==> config.mk <==
export PLATFORM = sky130hd
export DESIGN_NAME = pipe_hazard_ctrl
export DESIGN_NICKNAME = d
export VERILOG_FILES = /design/src/rtl/pipe_hazard_ctrl.sv
export SDC_FILE = /design/constraint.sdc
export NUM_CORES = 1
export LEC_CHECK = 0
export BUFFER_PORTS_ARGS = -buffer_cell sky130_fd_sc_hd__buf_2
export CORE_MARGIN = 10
export CORE_UTILIZATION = 40
export CTS_CLUSTER_SIZE = 14
export DETAILED_ROUTE_END_ITERATION = 16
export PLACE_DENSITY = 0.66
export SYNTH_ARGS = -nofsm -noshare
export SYNTH_HDL_FRONTEND = slang
export SYNTH_SLANG_ARGS = --single-unit
==> constraint.sdc <==
create_clock -name clk -period 3.05 [get_ports clk]
set_input_delay 0.305 -clock clk [delete_from_list [all_inputs] [get_ports clk]]
set_output_delay 0.305 -clock clk [all_outputs]
set_load 0.01 [all_outputs]
==> src/rtl/pipe_hazard_ctrl.sv <==
// Hazard and pipeline-control unit for the five-stage RV32 core: load-use and
// redirect detection, EX forwarding selects, data-memory wait freeze, event counters.
module pipe_hazard_ctrl #(
   parameter int WAIT_LIMIT = 16,
   parameter int CNT_W      = 32
) (
   input  logic             clk,
   input  logic             rst,
   input  logic [4:0]       id_rs1,
   input  logic [4:0]       id_rs2,
   input  logic             id_useRs1,
   input  logic             id_useRs2,
   input  logic [4:0]       ex_rs1,
   input  logic [4:0]       ex_rs2,
   input  logic [4:0]       ex_rd,
   input  logic             ex_writeReg,
   input  logic [2:0]       ex_readMem,
   input  logic             ex_redirect,
   input  logic [4:0]       mem_rd,
   input  logic [4:0]       wb_rd,
   input  logic             mem_writeReg,
   input  logic             wb_writeReg,
   input  logic             mem_access,
   input  logic             dmem_ready,
   output logic             pc_stall,
   output logic             if_id_stall,
   output logic             id_ex_stall,
   output logic             ex_mem_stall,
   output logic             if_id_flush,
   output logic             id_ex_flush,
   output logic             mem_wb_bubble,
   output logic [1:0]       fwd_rs1_sel,
   output logic [1:0]       fwd_rs2_sel,
   output logic             mem_timeout,
   output logic [CNT_W-1:0] stall_cnt,
   output logic [CNT_W-1:0] flush_cnt
);

   localparam int WCNT_W = $clog2(WAIT_LIMIT + 1);

   typedef enum logic [1:0] {S_RUN, S_WAIT, S_ERR} state_t;

   state_t            r_state, w_state_nxt;
   logic [WCNT_W-1:0] r_wait, w_wait_nxt;
   logic              r_timeout;
   logic [CNT_W-1:0]  r_stall_cnt, r_flush_cnt;
   logic              w_freeze, w_load_use, w_redirect;

   function automatic logic [1:0] fwd_sel(input logic [4:0] rs);
      if (mem_writeReg && mem_rd != 5'd0 && mem_rd == rs)
         return 2'b01;
      else if (wb_writeReg && wb_rd != 5'd0 && wb_rd == rs)
         return 2'b10;
      else
         return 2'b00;
   endfunction

   // NOTE: every signal driven here gets a default first, so no path can infer a latch.
   always_comb begin
      w_state_nxt = r_state;
      w_wait_nxt  = r_wait;
      w_freeze    = 1'b0;
      case (r_state)
         S_RUN: begin
            if (mem_access && !dmem_ready) begin
               w_freeze    = 1'b1;
               w_state_nxt = S_WAIT;
               w_wait_nxt  = WCNT_W'(1);
            end
         end
         S_WAIT: begin
            if (dmem_ready) begin
               w_state_nxt = S_RUN;
               w_wait_nxt  = '0;
            end else begin
               w_freeze = 1'b1;
               if (r_wait == WCNT_W'(WAIT_LIMIT))
                  w_state_nxt = S_ERR;
               else
                  w_wait_nxt = r_wait + WCNT_W'(1);
            end
         end
         S_ERR: begin
            w_freeze = !dmem_ready;
         end
         default: begin
            w_state_nxt = S_RUN;
            w_wait_nxt  = '0;
         end
      endcase
   end

   // A redirect squashes the ID instruction, so its load-use hazard is moot;
   // a freeze holds EX, so both are deferred until the access completes.
   always_comb begin
      w_redirect = ex_redirect && !w_freeze;
      w_load_use = (ex_readMem != 3'd0) && ex_writeReg && (ex_rd != 5'd0) &&
                   ((id_useRs1 && ex_rd == id_rs1) || (id_useRs2 && ex_rd == id_rs2)) &&
                   !ex_redirect && !w_freeze;
   end

   always_comb begin
      pc_stall      = rst && (w_freeze || w_load_use);
      if_id_stall   = rst && (w_freeze || w_load_use);
      id_ex_stall   = rst && w_freeze;
      ex_mem_stall  = rst && w_freeze;
      mem_wb_bubble = rst && w_freeze;
      if_id_flush   = rst && w_redirect;
      id_ex_flush   = rst && (w_redirect || w_load_use);
      fwd_rs1_sel   = rst ? fwd_sel(ex_rs1) : 2'b00;
      fwd_rs2_sel   = rst ? fwd_sel(ex_rs2) : 2'b00;
   end

   // NOTE: sequential state uses non-blocking assignments so every register samples pre-edge values.
   always_ff @(posedge clk or negedge rst) begin
      if (!rst) begin
         r_state   <= S_RUN;
         r_wait    <= '0;
         r_timeout <= 1'b0;
      end else begin
         r_state <= w_state_nxt;
         r_wait  <= w_wait_nxt;
         if (w_state_nxt == S_ERR)
            r_timeout <= 1'b1;
      end
   end

   always_ff @(posedge clk or negedge rst) begin
      if (!rst) begin
         r_stall_cnt <= '0;
         r_flush_cnt <= '0;
      end else begin
         if (pc_stall && r_stall_cnt != '1)
            r_stall_cnt <= r_stall_cnt + CNT_W'(1);
         if ((if_id_flush || id_ex_flush) && r_flush_cnt != '1)
            r_flush_cnt <= r_flush_cnt + CNT_W'(1);
      end
   end

   assign mem_timeout = r_timeout;
   assign stall_cnt   = r_stall_cnt;
   assign flush_cnt   = r_flush_cnt;

endmodule
==> run metrics, run 1 <==
status=finished, final reports clean; CTS tree=yes; vias in the first global route=3418; Synth Register Bits=72; post-route setup slack=355.7 ps; CP Launch Type=flip-flop; grt ovf=0; CTS Sinks=72; port bufs=123; Routed WL=10790 um; ys async rst share=100.0%; Final Skew=11.06 ps; pwr/cell area=483.1 mW/mm2; Post-synth EDFFs=0; largest net degree at the start of global routing=34; slowest stage delay, CP=910 ps; Mapped Cells=388; hold_sp=mem_access; post-detail-place hpwl=8667 um; Core Region=0.009774 mm2; Post-Place Setup Slack=382.6 ps; RSZ-0062 raised after global routing=false; worst hold stages=3; reg2reg setup slack=360 ps; total setup buffers inserted after CTS=0; min Tclk post-route=2694 ps; Hold Path Class=in2reg; final core utilization=51.37%; Worst VDD drop=0.3657 mV; antenna diode count=0; Hold Buf Count CTS=1; CP endpoint kind=flip-flop; worst-path fanout max=11; die area=0.01447 mm2; Maximum Capacitance Violations=0; CTS clk-pin slew, worst paths=80 ps; First DRT Iteration DRCs=195; worst skew pair latency=340 ps; crit-path most repeated cell=and4_4; share of cells above drive strength 1=34.67%; Antenna Violating Nets Remaining=0; syn avg cell area=10.37 um2; Setup TNS Final=0 ps; synth unique cells=51; GP Congestion=0.8721; area grow syn2layout=24.82%; FMAX=371.2 MHz; vias=3278; GR Util All Layers=14.74%; worst-path cell chain=and4_4 -> and3_4 -> and2_4 -> and4_4 -> nor3_1 -> nand4_1 -> xnor2_1; ys flop type=dfrtp_1; Die H=120.3 um; Max Slew Vio Count=0; Post-Syn Nets=440; Num CTS Buffers=9; IO Pins=124; Setup-failing EPs final=0; routed vias/inst=5.005; R2R Path End=stall_cnt[5]; Worst Hold End=r_state[0]; sequential area share after synthesis=44.79%; Worst R2R Path Depth=7; routed length per instance=16.48 um; Slowest-stage cell, CP=nor3_1; Required @ worst endpoint=3270 ps; Final Hold Vio Count=0; Residual DRC=0; fillers=927; Starting Density=41.15%; Post-Syn Area=0.004023 mm2; CTS max path bufs=2; H-tree Lvls=3; root buffer cell=clkbuf_8; Worst-Margin Slew=1210 ps; Final period util=88.34%; nets=570; FP Rows=36; Chip Width=120.3 um; First-pass DRT Iterations=4; worst reg2reg startpoint=stall_cnt[3]; cts repair resizes=0; Synth Warn #=0; max_slew headroom=18.70%; first-pass GRT wire length=17570 um; critical path type=reg2reg; Worst EP arrival=2920 ps; Pleak=2.452 nW; initial antenna violation count=0
[cells by family (layout without fill, tap and decap cells)]
group           after synthesis  in the layout  share of synthesized area (%)
fa+ha+maj                     4              4                          1.244
compound gates               25             25                          4.479
flops                        72             72                          44.79
buf+inv                      21            155                          2.675
xor+xnor                     91             91                          20.19
mux                           3              3                         0.8087
simple gates                172            172                          25.82
[layer usage]
layer	wire length (um)	track usage (%)
met5	0	0
met4	210	4.299
met3	531	4.421
met2	5351	25.14
met1	4699	17.59
[cells in the mapped netlist, types with 6 or more instances]
cell,count,area (um2)
xnor2_1,51,446.7
xor2_1,38,332.8
inv_1,11,41.29
dfrtp_1,72,1802
nand4_1,14,87.58
nor3_2,11,110.1
nand3_1,26,130.1
or4_1,6,45.04
nand2_1,42,157.7
nor2_1,22,82.58
nor3_1,6,30.03
nor4_1,6,37.54
o21ai_0,10,50.05
[metrics by stage]
stage	cells	power (mW)	area (um2)	hold slack, ps
6_report	655	2.426	5021	318.8
4_1_cts	655	2.460	5021	299.5
5_1_grt	655	2.554	5021	340.3
2_1_floorplan	388	1.348	4023	9.409
3_5_place_dp	639	1.560	4778	223.2
3_3_place_gp	639	1.544	4778	215.1
[how the worst max path moves through the flow]
stage / from / endpoint / slack (ps)
after detailed placement: ex_rd[0] / stall_cnt[5] / 380
after floorplan: flush_cnt[0] / flush_cnt[21] / 920
after global placement: ex_rd[0] / stall_cnt[1] / 550
final: stall_cnt[3] / stall_cnt[5] / 360
after CTS: stall_cnt[3] / stall_cnt[5] / 390
after global routing: stall_cnt[3] / stall_cnt[7] / 150
[worst max-delay path: cells and delay by family (launching register included)]
family	cells	cell delay, ps
XOR/XNOR	1	200
AND/OR/NAND/NOR	6	1920
flip-flops	1	450
[sequential cells by signal, indices dropped and copies added, names as in the netlist]
register	count
mem_timeout	1
r_wait	5
r_state	2
stall_cnt	32
flush_cnt	32
[report_power, final]
part	total [mW]	switching (mW)	internal [mW]	leakage, nW
Combinational	0.413	0.229	0.184	1.38
Sequential	1.12	0.0982	1.03	0.953
Clock	0.888	0.351	0.537	0.119
[cell type report]
class / instances / area (um2) / share of cell area [%]
clock buffer: 9 / 123.9 / 2.467
clock inverter: 6 / 108.9 / 2.168
inverter: 11 / 41.29 / 0.8223
multi-input combinational: 295 / 2113 / 42.09
sequential: 72 / 1802 / 35.88
tap: 133 / 166.4 / 3.314
timing repair buffer: 129 / 665.6 / 13.26
[placed cells by master (no fill, tap or decap), types with 4 or more instances in the layout]
cell type	synthesis	final
buf_2	2	122
dfrtp_1	72	72
xnor2_1	51	51
nand2_1	42	42
xor2_1	38	38
nand3_1	26	26
nor2_1	22	22
nand4_1	14	14
inv_1	11	11
nor3_2	11	11
o21ai_0	10	10
clkbuf_8	0	9
or4_1	6	6
nor4_1	6	6
nor3_1	6	6
buf_4	5	6
and3_1	5	5
or3_1	5	5
and4_1	5	5
a21oi_1	4	4
ha_1	4	4
Power figures use the tool's default switching activity.
==> run 2, diff against run 1 <==
- ABC_AREA: not set -> 1
- PLACE_DENSITY: 0.66 -> 0.63
==> run metrics, run 2 <==
status=finished, final reports clean; ys flop type=dfrtp_1; grt ovf=0 (unchanged); CP endpoint kind=output port; Required @ worst endpoint=2740 ps (-530 ps); cts repair resizes=0 (unchanged); Die H=136.6 um (+14%); sequential area share after synthesis=33.16% (-12 points); slowest stage delay, CP=530 ps (-380 ps); FP Rows=42 (+17%); initial antenna violation count=0 (unchanged); worst-path fanout max=34 (+23); synth unique cells=34 (-33%); CTS tree=yes; Starting Density=40.87% (-0.28 points); Critical Path Stages=7 (unchanged); Chip Width=136.6 um (+14%); IO Pins=124 (unchanged); Worst EP arrival=2010 ps (-910 ps); Num CTS Buffers=9 (unchanged); worst reg2reg startpoint=stall_cnt[0]; Synth Register Bits=72 (unchanged); Synth Warn #=0 (unchanged); Routed WL=16340 um (+51%); Post-Syn Nets=891 (+100%); final core utilization=49.36% (-2.0 points); Setup TNS Final=0 ps (unchanged); port bufs=123 (unchanged); post-route cell area=0.006563 mm2 (+31%); First DRT Iteration DRCs=415 (+110%); Worst Hold End=r_wait[3]; Worst VDD drop=0.2487 mV (-32%); first-pass GRT wire length=26840 um (+53%); CTS clk-pin slew, worst paths=60 ps (-20 ps); post-detail-place hpwl=12470 um (+44%); crit-path most repeated cell=buf_4; Hold Buf Count CTS=1 (unchanged); Worst Path Buf+Inv=5 (+5); Final period util=75.80% (-13 points); largest net degree at the start of global routing=69 (+100%); Synth top area share=33.16% (-12 points); worst-path cell chain=dlygate4sd3_1 -> buf_4 -> inv_1 -> nor2_2 -> buf_4 -> a21boi_0 -> buf_2; routed vias/inst=4.946 (-1.2%); vias in the first global route=5446 (+59%); placed cells=1122 (+76%); min Tclk post-route=2312 ps (-382.4 ps); Hold Path Class=in2reg; antenna diode count=0 (unchanged); top post-synthesis cells by area=dfrtp_1 33%, nand2_1 25%, nor2_1 7.5%; CP top delay family=buffers and inverters; Worst R2R Path Depth=9 (+2); most frequent cells in the layout=355 x nand2_1, 122 x buf_2, 107 x nor2_1, 72 x dfrtp_1, 58 x inv_1; commonest non-fill, non-tap cell in the layout=nand2_1; post-route setup slack=738.1 ps (+382.4 ps); worst skew pair latency=340 ps (about the same); First-pass DRT Iterations=5 (+1); routed length per instance=14.36 um (-13%); max_slew headroom=42.28% (+24 points); Max Slew Vio Count=0 (unchanged); Core Region=0.01330 mm2 (+36%); pwr/cell area=431.3 mW/mm2 (-11%); Maximum Capacitance Violations=0 (unchanged); share of cells above drive strength 1=16.74% (-18 points); Post-Syn Area=0.005434 mm2 (+35%); worst hold stages=4 (+1); GP Congestion=0.9400 (+7.8%); most common cell in the netlist=nand2_1; hold_sp=dmem_ready; Final Skew=5.847 ps (-5.218 ps); vias=5628 (+72%); reg2reg setup slack=820 ps (+460 ps); ys async rst share=100.0% (unchanged); Post-Place Setup Slack=824.8 ps (+442.2 ps); root buffer cell=clkbuf_16; die area=0.01865 mm2 (+29%); Post-synth EDFFs=0 (unchanged); CP Launch Type=input pin; Slowest-stage cell, CP=dlygate4sd3_1; R2R Path End=stall_cnt[29]; Setup-failing EPs final=0 (unchanged); Mapped Cells=839 (+120%); Synth area leader=dfrtp_1; syn avg cell area=6.477 um2 (-38%); RSZ-0062 raised after global routing=false; H-tree Lvls=3 (unchanged); FMAX=432.5 MHz (+17%); GR Util All Layers=17.64% (+2.9 points); Residual DRC=0 (unchanged); critical path type=in2out; Worst-Margin Slew=865.7 ps (-344.5 ps); Post-synth top cells=355 x nand2_1, 108 x nor2_1, 72 x dfrtp_1, 58 x inv_1, 48 x nand4_1; total setup buffers inserted after CTS=0 (unchanged); DP Area=0.006195 mm2 (+30%); CTS Sinks=72 (unchanged); area grow syn2layout=20.77%; final std cells w/o fill=1138 (+74%); worst hold margin=301.6 ps (-17.20 ps); Pleak=3.466 nW (+41%); nets=1010 (+77%); Tot Pwr=2.831 mW (+17%); Antenna Violating Nets Remaining=0 (unchanged); CTS max path bufs=2 (unchanged); Final Hold Vio Count=0 (unchanged)
run 2: metal layers:
metal	GRT usage (%)	part of all wire (%)	vias up
met4	5.266	1.8	0
li1	-	-	2936
met2	28.72	47	126
met3	3.776	4.8	22
met5	0	0	-
met1	22.91	46	2544
run 2: power breakdown:
part | internal [mW] | leakage, nW | switching, mW | total (mW)
Sequential | 1.01 | 0.987 | 0.0968 | 1.11
Combinational | 0.163 | 2.31 | 0.267 | 0.430
Clock | 0.876 | 0.171 | 0.418 | 1.29
Total | 2.05 | 3.47 | 0.782 | 2.83
run 2: kinds of logic after synthesis:
kind of cell / share of synthesized area, %
adder cells (fa/ha/maj): 0.9211
flip-flops: 33.16
AND/OR/NAND/NOR: 49.37
XOR/XNOR: 7.737
buffers and inverters: 6.585
AO/OA/AOI/OAI: 2.234
run 2: final cells by class:
class                           instances  area (um2)
Fill cell                            1427        6733
Multi-Input combinational cell        685        3277
Sequential cell                        72        1802
Timing Repair Buffer                  132       688.2
Clock buffer                            9       225.2
Tap cell                              176       220.2
Inverter                               58       217.7
Clock inverter                          6       132.6
run 2: how the worst max path moves through the flow:
stage	startpoint	to	slack, ps
floorplan	flush_cnt[0]	flush_cnt[10]	1210
global placement	stall_cnt[0]	stall_cnt[0]	880
detailed placement	stall_cnt[0]	stall_cnt[14]	820
CTS	rst	id_ex_flush	720
global route	stall_cnt[0]	stall_cnt[14]	540
finish	rst	id_ex_flush	740
run 2: worst register-to-register path: cells and delay by family (launching register included):
| family | cells | cell delay [ps] |
|---|---|---|
| simple gates | 8 | 1370 |
| flops | 1 | 460 |
| fa+ha+maj | 1 | 340 |
==> run 3, diff against run 2 <==
- ABC_AREA: 1 -> 0
- PLACE_DENSITY: 0.63 -> 0.68
- clock period: 3.05 -> 2.1 ns (I/O delays scaled with it)
==> run metrics, run 3 (synthesis results as in run 1) <==
GR Util All Layers=15.65% (-2.0 points); IO Pins=124 (unchanged); Starting Density=41.15% (+0.28 points); largest net degree at the start of global routing=54 (-22%); internal power=2.504 mW (+22%); grt ovf=0 (unchanged); status=finished, final reports clean; FMAX=481.7 MHz; Final period util=98.85%; crit path from=r_state[1]; CTS Sinks=72 (unchanged); met3 WL=707 um (-9.2%); vias=3619 (-36%); root buffer cell=clkbuf_8; Residual DRC=0 (unchanged); Gate power share=25.7% (+11 points); nets=646 (-36%); Top Metal Used=met4; RSZ-0062 raised after global routing=true; pwr/cell area=629.2 mW/mm2 (+46%); die area=0.01447 mm2 (-22%); GP Congestion=0.8746 (-7.0%); worst-path fanout max=6 (-82%); critical path type=reg2reg; final core utilization=58.72% (+9.4 points); First DRT Iteration DRCs=141 (-66%); Worst VDD drop=0.6434 mV (+160%); Pleak=2.885 nW (-17%); most frequent cells in the layout=122 x buf_2, 77 x buf_4, 72 x dfrtp_1, 51 x xnor2_1, 41 x nand2_1; initial antenna violation count=0 (unchanged); Post-Place Setup Slack=-144.2 ps (-969.0 ps); Worst R2R Path Depth=9 (unchanged); CTS clk-pin slew, worst paths=90 ps (+30 ps); Die H=120.3 um (-12%); antenna diode count=0 (unchanged); min Tclk post-route=2076 ps; worst hold margin=94.63 ps (-207.0 ps); Num CTS Buffers=9 (unchanged); Maximum Capacitance Violations=0 (unchanged); H-tree Lvls=3 (unchanged); M1 wire length=4722 um (-38%); DR WL met2=5807 um (-24%); worst skew pair latency=350 ps (about the same); worst reg2reg startpoint=r_state[1]; Setup-failing EPs final=0 (unchanged); Chip Width=120.3 um (-12%); reg2reg setup slack=20 ps (-800 ps); Worst-Margin Slew=680.6 ps (-185.1 ps); Antenna Violating Nets Remaining=0 (unchanged); Final Skew=14.51 ps (+8.666 ps); routed vias/inst=4.944 (about the same); R2R Path End=stall_cnt[29]; FP Rows=36 (-14%); clock share of power=31.1% (-15 points); CP endpoint kind=flip-flop; Routed WL=11290 um (-31%); Final Hold Vio Count=0 (unchanged); First-pass DRT Iterations=4 (-1); Required @ worst endpoint=2330 ps (-410 ps); CP Launch Type=flip-flop; Hold Path Class=in2async; Setup TNS Final=0 ps (unchanged); routed length per instance=15.43 um (+7.5%); area grow syn2layout=42.67%; commonest non-fill, non-tap cell in the layout=buf_2; vias in the first global route=3953 (-27%); post-detail-place hpwl=9076 um (-27%); post-route cell area=0.005739 mm2 (-13%); post-route setup slack=24.21 ps (-713.9 ps); max_slew headroom=54.63% (+12 points); Worst EP arrival=2300 ps (+290 ps); Setup crit end=stall_cnt[29]; sw frac=30.66% (+3.0 points); first-pass GRT wire length=18740 um (-30%); port bufs=123 (unchanged); Psw=1.107 mW (+42%); share of cells above drive strength 1=46.41% (+30 points); Max Slew Vio Count=0 (unchanged); CTS max path bufs=2 (unchanged); CTS tree=yes; sequential share of power=43.2% (+4.1 points); DP Area=0.005321 mm2 (-14%); Core Region=0.009774 mm2 (-26%)
-- run 3: changes by cell type in the layout (fill, tap and decap cells not counted), moves of 7 or more --
cell,delta
nand3b_1,-21
nor2_1,-89
nor3_1,-11
nor3_2,+10
xnor2_1,+34
nand2_1,-314
clkbuf_8,+9
inv_1,-47
nand4_1,-34
nand3_1,-21
xor2_1,+7
clkbuf_16,-9
buf_4,+68
-- run 3: through the flow --
stage / cells / power, mW
after floorplan: 388 / 1.965
after global placement: 709 / 2.431
after detailed placement: 709 / 2.465
after CTS: 729 / 3.643
after global routing: 732 / 3.837
final: 732 / 3.611
-- run 3: worst min path at each step --
stage / cells past startpoint / start / slack [ps] / to
6_report: 2 / rst / 90 / flush_cnt[9]
5_1_grt: 2 / rst / 130 / flush_cnt[7]
4_1_cts: 2 / rst / 100 / flush_cnt[16]
3_5_place_dp: 1 / rst / 50 / stall_cnt[9]
3_3_place_gp: 1 / rst / 40 / stall_cnt[9]
2_1_floorplan: 0 / rst / -90 / flush_cnt[0]
-- run 3: worst max-delay path, stage by stage, from the launching register on --
cell and delay, ps:
dfrtp_1 420, buf_6 140, a21oi_4 180, o31a_1 240, a21oi_4 80, buf_6 150
a2111oi_4 310, buf_4 180, nand4_1 120, xnor2_1 150
-- run 3: final cells by class --
class,count,area (um2)
Clock buffer,9,123.9
Clock inverter,7,80.08
Fill cell,865,4035
Inverter,11,41.29
Multi-Input combinational cell,295,2262
Sequential cell,72,1802
Tap cell,133,166.4
Timing Repair Buffer,205,1264
-- run 3: power by group through the flow --
stage,Sequential (mW),Combinational (mW),Clock [mW]
detailed placement,1.58,0.881,0
floorplan,1.68,0.285,0
CTS,1.56,0.918,1.17
global route,1.58,1.03,1.23
finish,1.56,0.929,1.12
global placement,1.58,0.851,0
-- run 3: repair_timing --
action / 4_1_cts / 5_1_grt
hold buffers: 1 / 0
resized for setup: 6 / 27
buffers inserted: 3 / 3
gates cloned: 0 / 0
endpoints found under the setup margin: 17 / 48
endpoints found under the hold margin: 21 / 0
pin swaps: 1 / 11
-- run 3: routing by layer --
layer	up-vias	GRT usage [%]
li1	1767	-
met1	1751	18.14
met2	95	27.44
met3	6	5.537
met4	0	2.941
met5	-	0
